==> config.mk <==
export PLATFORM = sky130hd
export DESIGN_NAME = mc_control_fsm
export DESIGN_NICKNAME = d
export VERILOG_FILES = /design/src/rtl/mc_control_fsm.sv
export SDC_FILE = /design/constraint.sdc
export NUM_CORES = 1
export LEC_CHECK = 0
export BUFFER_PORTS_ARGS = -buffer_cell sky130_fd_sc_hd__clkbuf_2
export CORE_MARGIN = 5
export CORE_UTILIZATION = 25
export DETAILED_ROUTE_END_ITERATION = 7
export SLEW_MARGIN = 20
export SYNTH_ARGS = -nofsm -noshare
export SYNTH_HDL_FRONTEND = slang
export SYNTH_SLANG_ARGS = --single-unit
==> constraint.sdc <==
create_clock -name clk -period 2.11 [get_ports clk]
set_input_delay 0.1055 -clock clk [delete_from_list [all_inputs] [get_ports clk]]
set_output_delay 0.1055 -clock clk [all_outputs]
set_load 0.005 [all_outputs]
==> src/rtl/mc_control_fsm.sv <==
// Main control FSM for a multicycle CPU: sequences fetch/decode/execute and
// drives every datapath enable and mux select straight from the current state.
module mc_control_fsm #(
    parameter logic [5:0] OP_RTYPE = 6'h00,
    parameter logic [5:0] OP_LW    = 6'h23,
    parameter logic [5:0] OP_SW    = 6'h2B,
    parameter logic [5:0] OP_BEQ   = 6'h04,
    parameter logic [5:0] OP_J     = 6'h02,
    parameter logic [5:0] OP_ADDI  = 6'h08
) (
    input  logic       clk,
    input  logic       rst,
    input  logic [5:0] opcode,
    input  logic       mem_ready,
    output logic       PCWrite,
    output logic       PCWriteCond,
    output logic       IorD,
    output logic       MemRead,
    output logic       MemWrite,
    output logic       MemtoReg,
    output logic       IRWrite,
    output logic       RegDst,
    output logic       RegWrite,
    output logic       ALUSrcA,
    output logic [1:0] ALUSrcB,
    output logic [1:0] ALUOp,
    output logic [1:0] PCSource,
    output logic       instr_done,
    output logic       illegal_op,
    output logic [3:0] state
);

    typedef enum logic [3:0] {
        S_FETCH  = 4'd0,
        S_DECODE = 4'd1,
        S_MEMADR = 4'd2,
        S_MEMRD  = 4'd3,
        S_MEMWB  = 4'd4,
        S_MEMWR  = 4'd5,
        S_EXEC   = 4'd6,
        S_RWB    = 4'd7,
        S_BRANCH = 4'd8,
        S_JUMP   = 4'd9,
        S_ADDIEX = 4'd10,
        S_ADDIWB = 4'd11
    } state_t;

    state_t state_r;
    state_t next_state_s;

    assign state = state_r;

    // State register; reset always returns to FETCH, aborting any instruction in flight.
    always_ff @(posedge clk) begin
        if (rst) begin
            state_r <= S_FETCH;
        end else begin
            state_r <= next_state_s;
        end
    end

    // Next-state and control decode; anything not driven in a state stays 0.
    always_comb begin
        next_state_s = S_FETCH;
        PCWrite      = 1'b0;
        PCWriteCond  = 1'b0;
        IorD         = 1'b0;
        MemRead      = 1'b0;
        MemWrite     = 1'b0;
        MemtoReg     = 1'b0;
        IRWrite      = 1'b0;
        RegDst       = 1'b0;
        RegWrite     = 1'b0;
        ALUSrcA      = 1'b0;
        ALUSrcB      = 2'b00;
        ALUOp        = 2'b00;
        PCSource     = 2'b00;
        instr_done   = 1'b0;
        illegal_op   = 1'b0;
        case (state_r)
            S_FETCH: begin
                MemRead = 1'b1;
                ALUSrcB = 2'b01;
                IRWrite = mem_ready;
                PCWrite = mem_ready;
                if (mem_ready) begin
                    next_state_s = S_DECODE;
                end else begin
                    next_state_s = S_FETCH;
                end
            end
            S_DECODE: begin
                ALUSrcB = 2'b11;
                if (opcode == OP_LW || opcode == OP_SW) begin
                    next_state_s = S_MEMADR;
                end else if (opcode == OP_RTYPE) begin
                    next_state_s = S_EXEC;
                end else if (opcode == OP_BEQ) begin
                    next_state_s = S_BRANCH;
                end else if (opcode == OP_J) begin
                    next_state_s = S_JUMP;
                end else if (opcode == OP_ADDI) begin
                    next_state_s = S_ADDIEX;
                end else begin
                    next_state_s = S_FETCH;
                    illegal_op   = 1'b1;
                end
            end
            S_MEMADR: begin
                ALUSrcA = 1'b1;
                ALUSrcB = 2'b10;
                // IR still holds the opcode here, so it can pick load vs store again.
                if (opcode == OP_LW) begin
                    next_state_s = S_MEMRD;
                end else if (opcode == OP_SW) begin
                    next_state_s = S_MEMWR;
                end else begin
                    next_state_s = S_FETCH;
                end
            end
            S_MEMRD: begin
                MemRead = 1'b1;
                IorD    = 1'b1;
                if (mem_ready) begin
                    next_state_s = S_MEMWB;
                end else begin
                    next_state_s = S_MEMRD;
                end
            end
            S_MEMWB: begin
                RegWrite   = 1'b1;
                MemtoReg   = 1'b1;
                instr_done = 1'b1;
            end
            S_MEMWR: begin
                MemWrite   = 1'b1;
                IorD       = 1'b1;
                instr_done = mem_ready;
                if (mem_ready) begin
                    next_state_s = S_FETCH;
                end else begin
                    next_state_s = S_MEMWR;
                end
            end
            S_EXEC: begin
                ALUSrcA      = 1'b1;
                ALUOp        = 2'b10;
                next_state_s = S_RWB;
            end
            S_RWB: begin
                RegWrite   = 1'b1;
                RegDst     = 1'b1;
                instr_done = 1'b1;
            end
            S_BRANCH: begin
                ALUSrcA     = 1'b1;
                ALUOp       = 2'b01;
                PCWriteCond = 1'b1;
                PCSource    = 2'b01;
                instr_done  = 1'b1;
            end
            S_JUMP: begin
                PCWrite    = 1'b1;
                PCSource   = 2'b10;
                instr_done = 1'b1;
            end
            S_ADDIEX: begin
                ALUSrcA      = 1'b1;
                ALUSrcB      = 2'b10;
                next_state_s = S_ADDIWB;
            end
            S_ADDIWB: begin
                RegWrite   = 1'b1;
                instr_done = 1'b1;
            end
            default: begin
                next_state_s = S_FETCH;
            end
        endcase
    end

endmodule

==> impl_metrics.toml <==
[outcome]
status = "finished clean"

[power_and_ir_drop]
p_sw_mw = 0.0652
netSwitchingFraction = 0.280
p_seq_frac = 0.358
ir_drop_mv = 0.157
internal_power_mw = 0.168
power_frac_clock = 0.391
power_frac_comb = 0.251
p_leak_nw = 0.294
power_density_nw_per_um2 = 310

[yosys]
synth_area_leaders = "dfxtp_1 (13%), nor2_1 (6.9%), nor4_2 (6.3%)"
yosysSeqAreaShare = 0.134
avgSynthCellArea_um2 = 7.46
ys_warn_count = 0
synthCells = 80
synth_top_cell_by_area = "dfxtp_1"
synth_most_common_cell = "nor2_1"
synth-main-ff-cell = "dfxtp_1"
synth-edff-count = 0
ys_ff_latch = 4
yosysUniqueCellTypes = 38
synth_nets = 89
syn_area_um2 = 597
synth_top_area_share = 0.134
async_flop_share = 0

[sta]
setup_viol = 0
tightestPinTransition_ns = 0.616
fin_crit_ns = 1.74
fmax_mhz = 575
relSlewSlack = 0.589
rsz0062_at_grt = "false"
finalHoldViolCount = 0
skew_ns = 0.00301
drv_slew = 0
min_period_over_period = 0.824
setup_ws_ns = 0.372
tns_ns = 0

[place]
gp_congestion = 0.761
io_buffers = 30
hpwl_mm = 1.33
place_ws_ns = 0.507
place_area_um2 = 728
dp.cells = 130

[global_route]
overflow = 0
grt_pass1_vias = 622
grt_max_degree = 20
antenna_found_initial = 0
grt_pass1_wl_mm = 2.87
grt_util_all_layers = 0.103

[die]
die_w_um = 58.9
die-area_um2 = 3460
start_util = 0.265
pin_count = 31
dieHeight_um = 58.9
fp-row-count = 17
core-area_um2 = 2250

[setup_path]
ff2ff_setup_slack_ns = 0.51
worstPathMaxFanout = 14
worstPathRequired_ns = 2.00
r2r-start = "state[1]$_SDFF_PP0_"
cp.arrival_ns = 1.63
r2r_end = "state[0]$_SDFF_PP0_"
endpoint_kind = "output port"
start_kind = "register"
worst_r2r_path_depth = 4
endpoint = "instr_done"
worstSetupPathType = "register to output port"
critPathLaunch = "state[0]$_SDFF_PP0_"

[drt]
post_drt_wl_per_cell_um = 12.3
drtIter0Drc = 14
first_pass_iters = 4
drt_wl_total_mm = 1.64
drc = 0
via_per_inst = 4.95
num_vias = 658
ant_nets = 0

[cts]
cts_resized = 0
cts.clk_slew.worst_paths_ns = 0.04
htree_levels = 1
tritoncts = "yes"
insertion_delay_ns = 0.23
clock-root-buffer = "clkbuf_4"
cts_buffers = 3
post-cts-setup-buffers = 0
clock-sinks = 4
cts_max_path_buffers = 2
ctsHoldBuffers = 0

[flow_run]
drv_cap = 0

[min_path]
hold_class = "input pin to register"

[layout]
final_cell_count_no_fill = 133
drive_above_1_share = 0.429
largest_reg_flops = 4
syn2layout_area_growth_pct = 25.8
fin_area_um2 = 751
fillCellCount = 285
nNetsFinal = 116
antenna_cells = 0
## cells by family (layout without fill, tap and decap cells)
kind of cell | after synthesis | after routing | synth area share
AOI/OAI and AO/OA | 19 | 19 | 0.229
xor gates and xnor gates | 3 | 3 | 0.0440
muxes | 1 | 1 | 0.0168
buffers and inverters | 11 | 36 | 0.115
adders and majority gates | 1 | 1 | 0.0168
and+or+nand+nor | 41 | 41 | 0.444
DFF | 4 | 4 | 0.134
## layer usage
metal	vias to the layer above	GRT usage	share of wire
met5	-	0	0
met4	0	0.0291	0
met3	0	0.0307	0.067
met2	18	0.166	0.51
met1	300	0.133	0.42
li1	340	-	-
## placed cells by master (no fill, tap or decap)
cell type  Yosys  layout
nand2b_4       1       1
a21oi_1        4       4
a211oi_2       1       1
or2_2          1       1
or3_4          1       1
nor2_1        11      11
nor4b_2        1       1
xnor2_1        2       2
inv_1          2       2
o22a_1         1       1
nor3_2         1       1
nor4_1         1       1
o21ai_0        4       4
nand2b_1       3       3
and4b_1        1       1
a41oi_2        1       1
buf_4          2       1
nor2_2         1       1
nand4_1        1       1
clkbuf_4       0       3
nor3b_1        2       2
dfxtp_1        4       4
nor4_2         3       3
o21bai_1       4       4
nor3_1         4       4
nand3_1        3       3
nand2_1        3       3
mux2i_1        1       1
and3_1         1       1
nand3b_1       2       2
clkbuf_2       0      30
xor2_1         1       1
o21a_1         1       1
a31oi_1        1       1
maj3_1         1       1
a211oi_1       1       1
o211ai_1       1       1
## worst min-delay path by stage
stage / start / endpoint / depth (start not counted)
2_1_floorplan: rst / state[3]$_SDFF_PP0_ / 1
3_3_place_gp: rst / state[3]$_SDFF_PP0_ / 2
3_5_place_dp: rst / state[3]$_SDFF_PP0_ / 2
4_1_cts: rst / state[3]$_SDFF_PP0_ / 2
5_1_grt: rst / state[3]$_SDFF_PP0_ / 2
6_report: rst / state[3]$_SDFF_PP0_ / 2
## stage by stage
stage          hold slack, ns   util  total power [mW]
5_1_grt                0.0628  0.333             0.249
4_1_cts                0.0582  0.333             0.239
3_5_place_dp            0.307  0.323             0.144
2_1_floorplan           0.170      -             0.118
3_3_place_gp            0.309  0.323             0.142
6_report               0.0655  0.333             0.233
## worst max-delay path, cell delays in order (launching register included)
cell and delay [ns]:
dfxtp_1 0.60, nand2b_1 0.38, o21ai_0 0.15, a21oi_1 0.14, clkbuf_2 0.13
## cell type report
class	count	area [um2]	area share
multi-input cells	65	448	0.597
repair buffers	31	158	0.210
flip-flops and latches	4	80.1	0.107
well taps	28	35.0	0.0467
clock buffers	3	22.5	0.0300
inverters	2	7.51	0.0100
## power groups by stage
stage	logic, mW	registers (mW)	clock network, mW
after floorplan	0.0373	0.0806	0
after global placement	0.0585	0.0839	0
after detailed placement	0.0593	0.0844	0
after CTS	0.0595	0.0831	0.0961
after global routing	0.0653	0.0840	0.100
final	0.0585	0.0833	0.0911
(Power assumes the default switching activity.)
